### config.mk
export PLATFORM = sky130hd
export DESIGN_NAME = vram_tile_blitter
export DESIGN_NICKNAME = d
export VERILOG_FILES = /design/src/rtl/vram_tile_blitter.sv
export SDC_FILE = /design/constraint.sdc
export NUM_CORES = 1
export LEC_CHECK = 0
export ABC_AREA = 1
export ABC_CLOCK_PERIOD_IN_PS = 3080
export CAP_MARGIN = 15
export CORE_UTILIZATION = 40
export DETAILED_ROUTE_END_ITERATION = 10
export PLACE_DENSITY = 0.68
export RECOVER_POWER = 25
export REMOVE_ABC_BUFFERS = 1
export SLEW_MARGIN = 20
export SYNTH_ARGS = -nofsm -noshare
export SYNTH_HDL_FRONTEND = slang
export SYNTH_SLANG_ARGS = --single-unit
### constraint.sdc
create_clock -name clk -period 3.08 [get_ports clk]
set_input_delay 0.616 -clock clk [delete_from_list [all_inputs] [get_ports clk]]
set_output_delay 0.616 -clock clk [all_outputs]
set_load 0.05 [all_outputs]
### src/rtl/vram_tile_blitter.sv
// Tile blitter: copies a 32x32 tile from one of three tile ROMs into VRAM at (dst_x,dst_y),
// sharing the single VRAM write port with CPU writes, which always take priority.
module vram_tile_blitter #(
  parameter int unsigned H_RES     = 640,
  parameter int unsigned V_RES     = 400,
  parameter logic [11:0] KEY_COLOR = 12'h000
) (
  input  logic        clk,
  input  logic        rst,
  input  logic        start,
  input  logic [1:0]  src_sel,
  input  logic [9:0]  dst_x,
  input  logic [8:0]  dst_y,
  input  logic        key_en,
  output logic        busy,
  output logic        done,
  output logic        err,
  input  logic        cpu_vram_we,
  input  logic [17:0] cpu_vram_addr,
  input  logic [11:0] cpu_vram_data,
  output logic [9:0]  background_addr,
  input  logic [11:0] background_data,
  output logic [9:0]  character_addr,
  input  logic [11:0] character_data,
  output logic [9:0]  wall_addr,
  input  logic [11:0] wall_data,
  output logic        vram_we,
  output logic [17:0] vram_addr,
  output logic [11:0] vram_data
);

  localparam int unsigned KW = 10;
  localparam int unsigned VW = 18;
  localparam int unsigned PW = 12;

  localparam logic [1:0] S_IDLE  = 2'd0;
  localparam logic [1:0] S_PRIME = 2'd1;
  localparam logic [1:0] S_RUN   = 2'd2;
  localparam logic [1:0] S_DONE  = 2'd3;

  localparam logic [1:0] SRC_BG   = 2'd0;
  localparam logic [1:0] SRC_CHR  = 2'd1;
  localparam logic [1:0] SRC_WALL = 2'd2;
  localparam logic [1:0] SRC_BAD  = 2'd3;

  localparam logic [KW-1:0] K_LAST = 10'd1023;

  logic [1:0]    state, state_n;
  logic [KW-1:0] k, k_n;
  logic [KW-1:0] rom_addr, rom_addr_n;
  logic [1:0]    src, src_n;
  logic [9:0]    dx, dx_n;
  logic [8:0]    dy, dy_n;
  logic          key, key_n;
  logic [PW-1:0] hold, hold_n;
  logic          holding, holding_n;
  logic          busy_n, done_n, err_n;
  logic          vram_we_n;
  logic [VW-1:0] vram_addr_n;
  logic [PW-1:0] vram_data_n;

  logic [PW-1:0] rom_q;
  logic [PW-1:0] px_data;
  logic [10:0]   px_x;
  logic [9:0]    px_y;
  logic [VW-1:0] px_addr;
  logic          px_keep;
  logic [10:0]   k_plus2;

  // Read data of the ROM selected by the latched source
  always_comb begin
    rom_q = '0;
    case (src)
      SRC_BG:   rom_q = background_data;
      SRC_CHR:  rom_q = character_data;
      SRC_WALL: rom_q = wall_data;
      default:  rom_q = '0;
    endcase
  end

  // Current pixel position, VRAM address and keep/clip decision
  always_comb begin
    px_data = holding ? hold : rom_q;
    px_x    = 11'(dx) + 11'(k[4:0]);
    px_y    = 10'(dy) + 10'(k[9:5]);
    px_addr = VW'(20'(px_y) * 20'(H_RES) + 20'(px_x));
    px_keep = (px_x < 11'(H_RES)) && (px_y < 10'(V_RES)) &&
              !(key && (px_data == KEY_COLOR));
    k_plus2 = 11'(k) + 11'd2;
  end

  // Next-state and registered-output logic
  always_comb begin
    state_n     = state;
    k_n         = k;
    rom_addr_n  = rom_addr;
    src_n       = src;
    dx_n        = dx;
    dy_n        = dy;
    key_n       = key;
    hold_n      = hold;
    holding_n   = holding;
    done_n      = 1'b0;
    err_n       = 1'b0;
    vram_we_n   = 1'b0;
    vram_addr_n = vram_addr;
    vram_data_n = vram_data;

    case (state)
      S_IDLE: begin
        rom_addr_n = '0;
        if (start) begin
          if (src_sel == SRC_BAD) begin
            done_n = 1'b1;
            err_n  = 1'b1;
          end else begin
            state_n   = S_PRIME;
            src_n     = src_sel;
            dx_n      = dst_x;
            dy_n      = dst_y;
            key_n     = key_en;
            k_n       = '0;
            holding_n = 1'b0;
          end
        end
      end
      S_PRIME: begin
        state_n    = S_RUN;
        rom_addr_n = 10'd1;
      end
      S_RUN: begin
        if (cpu_vram_we) begin
          // Stall: keep the already-returned ROM word, since the ROM moves on to k+1
          if (!holding) begin
            hold_n    = rom_q;
            holding_n = 1'b1;
          end
        end else begin
          holding_n = 1'b0;
          if (px_keep) begin
            vram_we_n   = 1'b1;
            vram_addr_n = px_addr;
            vram_data_n = px_data;
          end
          if (k == K_LAST) begin
            state_n = S_DONE;
          end else begin
            k_n = k + 10'd1;
          end
          rom_addr_n = (k_plus2 > 11'(K_LAST)) ? K_LAST : k_plus2[KW-1:0];
        end
      end
      S_DONE: begin
        state_n = S_IDLE;
        done_n  = 1'b1;
      end
      default: state_n = S_IDLE;
    endcase

    if (cpu_vram_we) begin
      vram_we_n   = 1'b1;
      vram_addr_n = cpu_vram_addr;
      vram_data_n = cpu_vram_data;
    end

    busy_n = (state_n != S_IDLE);
  end

  always_ff @(posedge clk) begin
    if (rst) begin
      state           <= S_IDLE;
      k               <= '0;
      rom_addr        <= '0;
      src             <= '0;
      dx              <= '0;
      dy              <= '0;
      key             <= 1'b0;
      hold            <= '0;
      holding         <= 1'b0;
      busy            <= 1'b0;
      done            <= 1'b0;
      err             <= 1'b0;
      background_addr <= '0;
      character_addr  <= '0;
      wall_addr       <= '0;
      vram_we         <= 1'b0;
      vram_addr       <= '0;
      vram_data       <= '0;
    end else begin
      state           <= state_n;
      k               <= k_n;
      rom_addr        <= rom_addr_n;
      src             <= src_n;
      dx              <= dx_n;
      dy              <= dy_n;
      key             <= key_n;
      hold            <= hold_n;
      holding         <= holding_n;
      busy            <= busy_n;
      done            <= done_n;
      err             <= err_n;
      background_addr <= (src_n == SRC_BG)   ? rom_addr_n : '0;
      character_addr  <= (src_n == SRC_CHR)  ? rom_addr_n : '0;
      wall_addr       <= (src_n == SRC_WALL) ? rom_addr_n : '0;
      vram_we         <= vram_we_n;
      vram_addr       <= vram_addr_n;
      vram_data       <= vram_data_n;
    end
  end

endmodule

==> reports/results.md <==
| Quantity | Reported |
|:---|:---|
| Flops & latches, synth | 121 |
| Synthesized netlist cell count | 975 |
| Area added between synthesis and finish | 48.1% |
| Unique masters post-synth | 38 |
| Setup repair after global routing missed its margin | true |
| Fraction of power consumed by the clock network | 40.3% |
| Post-route antenna net violation count | 0 |
| Worst Path Class, Setup | reg2reg |
| Number of maximum-capacitance constraint violations | 0 |
| Final clock skew | 15.0 ps |
| Global Route Usage Sum | 22.0% |
| Final hold violations | 0 |
| Remaining DRCs | 0 |
| Total gr overflow | 0 |
| Actual slew at the worst max-slew pin | 592 ps |
| Endpoints failing setup | 6 |
| TritonCTS clock tree | built |
| Most common cell after layout, fill and taps aside | sky130_fd_sc_hd__nand2_1 |
| Depth of the CTS H-tree | 4 |
| Minimum period implied by the final worst setup slack | 3210 ps |
| Final Net Count | 1,322 |
| Sort of element at the end of the critical path | flop |
| Post-Synthesis Cell Area | 6650 um2 |
| Most instantiated flip-flop cell in the synthesis netlist | sky130_fd_sc_hd__dfxtp_1 |
| Clock buffer count from CTS | 17 |
| Fraction of power spent switching nets | 30.1% |
| Crit start category | flop |
| Slew HR | 60.5% |
| Ys Warns | 0 |
| Routability Congestion | 0.857 |
| Total detailed-routing wirelength | 19.7 mm |
| Total number of placement rows | 46 |
| FILL cells | 1,451 |
| Pin count of the biggest net entering global routing | 35 |
| Post-CTS clock slew at the launch and capture registers of the worst setup and hold paths | 60 ps |
| Effective utilization at floorplan | 41.4% |
| Power per cell area | 478 nW/um2 |
| Post-route clock period utilization | 104% |
| Post-synthesis sequential area ratio | 36.4% |
| Insertion delay of the later-clocked pin in the worst-skew pair | 430 ps |
| Number of I/O port buffers | 155 |
| Mean cell area of the mapped netlist | 6.82 um2 |
| Cell count after placement | 1,373 |
| Final HPWL DP | 13.7 mm |
| Max-slew violation total from the final report | 0 |
| Number of global-route vias before repair | 6,171 |
| TritonRoute pass-1 iters | 5 |
| Core region area | 16,100 um2 |
| Total power consumption of the routed design | 4.71 mW |
| Result of the run | finished with violations |
| Worst path setup slack after routing | -125 ps |
| Max FO, Critical Path | 5 |
| Power spent charging and discharging nets | 1.42 mW |
| CTS Buffer Depth | 2 |
| Die height | 131 um |
| Maximum resistive drop on vdd | 401 uV |
| Average via count per standard cell | 4.99 |
| Master cell of the clock root buffer | sky130_fd_sc_hd__clkbuf_16 |
| Routed length per instance | 13.8 um |
| Leakage power total | 4.37 nW |
| Ant diodes | 0 |
| Worst hold-check path type | reg2reg |
| Arrival @ worst endpoint | 3500 ps |
| Number of enable flip-flop cells after synthesis | 0 |
| Top library cells by usage in the layout, fill and taps aside | 227 x sky130_fd_sc_hd__nand2_1, 153 x sky130_fd_sc_hd__clkdlybuf4s50_1, 116 x sky130_fd_sc_hd__dfxtp_1, 101 x sky130_fd_sc_hd__nor2_1 |
| Initial drt markers | 436 |
| Die Outline Area | 17,200 um2 |
| Maximum clock frequency | 312 MHz |
| Ys async rst share | 0% |
| Sequential cell fraction of total power | 36.1% |
| Violated checks | negative setup slack |
| Die width | 131 um |
| Antenna violations before repair | 0 |
| Layout cell share with drive strength beyond 1 | 16.7% |
| Total number of vias | 7,087 |
| Clock sinks | 121 |
| Number of standard cells in the layout, taps in and fillers out | 1,421 |
| Comb pwr share | 23.7% |
| Design internal power | 3.29 mW |
| Wire length of the first global-routing pass | 29.3 mm |
| Worst EP required | 3380 ps |
| Number of top-level pins | 156 |
## layout make-up
cell class                      instances  area [um2]  share of cell area, %
Tap cell                              216         270                   2.74
Inverter                               95         359                   3.65
Multi-Input combinational cell        721        4060                   41.2
Clock buffer                           22         474                   4.81
Timing Repair Buffer                  236        2170                   22.0
Sequential cell                       121        2430                   24.7
Clock inverter                         10        93.8                  0.953
## kinds of logic after synthesis
logic type                 count (synthesis)  share of synthesized area [%]
AOI/OAI and AO/OA                        171                           13.6
xor gates and xnor gates                  19                           2.50
adders and majority gates                 38                           7.60
buffers and inverters                    133                           8.28
DFF                                      121                           36.4
muxes                                      4                          0.602
and+or+nand+nor                          489                           31.0
## Yosys cell counts, types with 3 or more instances
cell type	number	area [um2]
sky130_fd_sc_hd__a21oi_1	92	460
sky130_fd_sc_hd__o21ai_1	5	25.0
sky130_fd_sc_hd__inv_1	90	338
sky130_fd_sc_hd__clkbuf_1	26	97.6
sky130_fd_sc_hd__nand2_1	245	920
sky130_fd_sc_hd__nor3_1	9	45.0
sky130_fd_sc_hd__nand3_1	99	495
sky130_fd_sc_hd__ha_1	34	425
sky130_fd_sc_hd__mux2i_1	4	40.0
sky130_fd_sc_hd__fa_1	4	80.1
sky130_fd_sc_hd__inv_2	5	18.8
sky130_fd_sc_hd__o211ai_1	3	22.5
sky130_fd_sc_hd__a31oi_1	3	18.8
sky130_fd_sc_hd__buf_4	3	22.5
sky130_fd_sc_hd__nor2_1	110	413
sky130_fd_sc_hd__dfxtp_1	121	2420
sky130_fd_sc_hd__xnor2_1	7	61.3
sky130_fd_sc_hd__o21ai_0	58	290
sky130_fd_sc_hd__xor2_1	12	105
sky130_fd_sc_hd__buf_6	5	56.3
sky130_fd_sc_hd__nand4_1	11	68.8
sky130_fd_sc_hd__nand3b_1	6	45.0
## power by group through the flow
stage | logic, mW | registers, mW | clock network, mW
floorplan | 0.432 | 1.84 | 0
global placement | 0.964 | 1.73 | 0
detailed placement | 0.970 | 1.73 | 0
CTS | 1.02 | 1.70 | 1.92
global route | 1.22 | 1.71 | 1.99
finish | 1.11 | 1.70 | 1.90
## stage by stage
stage	setup TNS, ps	hold WS (ps)	setup WS, ps	util [%]	instance area [um2]
final	-502	481	-125	61.3	9850
after global routing	-1490	499	-301	61.3	9850
after CTS	-193	483	-91.9	59.3	9520
after detailed placement	-559	473	-181	54.6	8760
after global placement	-376	464	-131	54.6	8760
after floorplan	-174	468	-91.5	-	6460
## sequential cells by signal, summed over array words and instances, names as in the netlist, 9 cells and up
register	count
hold	12
wall_addr	10
dy	9
background_addr	10
rom_addr	10
character_addr	10
k	10
dx	10
vram_addr	18
vram_data	12
## routing by layer
metal	wire length (um)	global-route usage (%)	vias up	part of all wire, %
li1	-	-	3643	-
met1	8880	27.7	3248	45
met3	1100	4.97	26	5.6
met2	9360	36.9	170	48
met4	323	7.37	0	1.6
met5	0	0	-	0
## critical path, stage by stage (launching register included)
cell and delay, ps:
sky130_fd_sc_hd__dfxtp_2 330, sky130_fd_sc_hd__ha_4 160, sky130_fd_sc_hd__fa_2 450, sky130_fd_sc_hd__nand3_2 100, sky130_fd_sc_hd__nand3b_1 130, sky130_fd_sc_hd__nand2_4 130, sky130_fd_sc_hd__inv_4 50, sky130_fd_sc_hd__buf_4 130
sky130_fd_sc_hd__buf_4 130, sky130_fd_sc_hd__nor2_4 90, sky130_fd_sc_hd__nor2_2 60, sky130_fd_sc_hd__ha_4 310, sky130_fd_sc_hd__buf_6 110, sky130_fd_sc_hd__nand3b_1 110, sky130_fd_sc_hd__nand2_2 90, sky130_fd_sc_hd__nor3_4 210
sky130_fd_sc_hd__buf_4 140, sky130_fd_sc_hd__xor2_1 130, sky130_fd_sc_hd__o21ai_1 80, sky130_fd_sc_hd__nand2_1 70, sky130_fd_sc_hd__a21oi_1 70
## what timing repair did
action                     in CTS  in global routing
gates resized for setup        26                 73
buffers inserted               11                  6
setup endpoints to repair       6                  8
hold endpoints to repair        0                  0
pin swaps                      26                 47
hold buffers                    0                  0
## path summary, 6_finish.rpt
path	start	end	slack, ps	cells past startpoint
setup reg to reg	dy[0]	vram_addr[15]	-130	20
setup / recovery	dy[0]	vram_addr[15]	-130	20
hold / removal	vram_addr[17]	vram_addr[17]	480	2
hold reg to reg	vram_addr[17]	vram_addr[17]	480	2
Power figures use the tool's default switching activity.
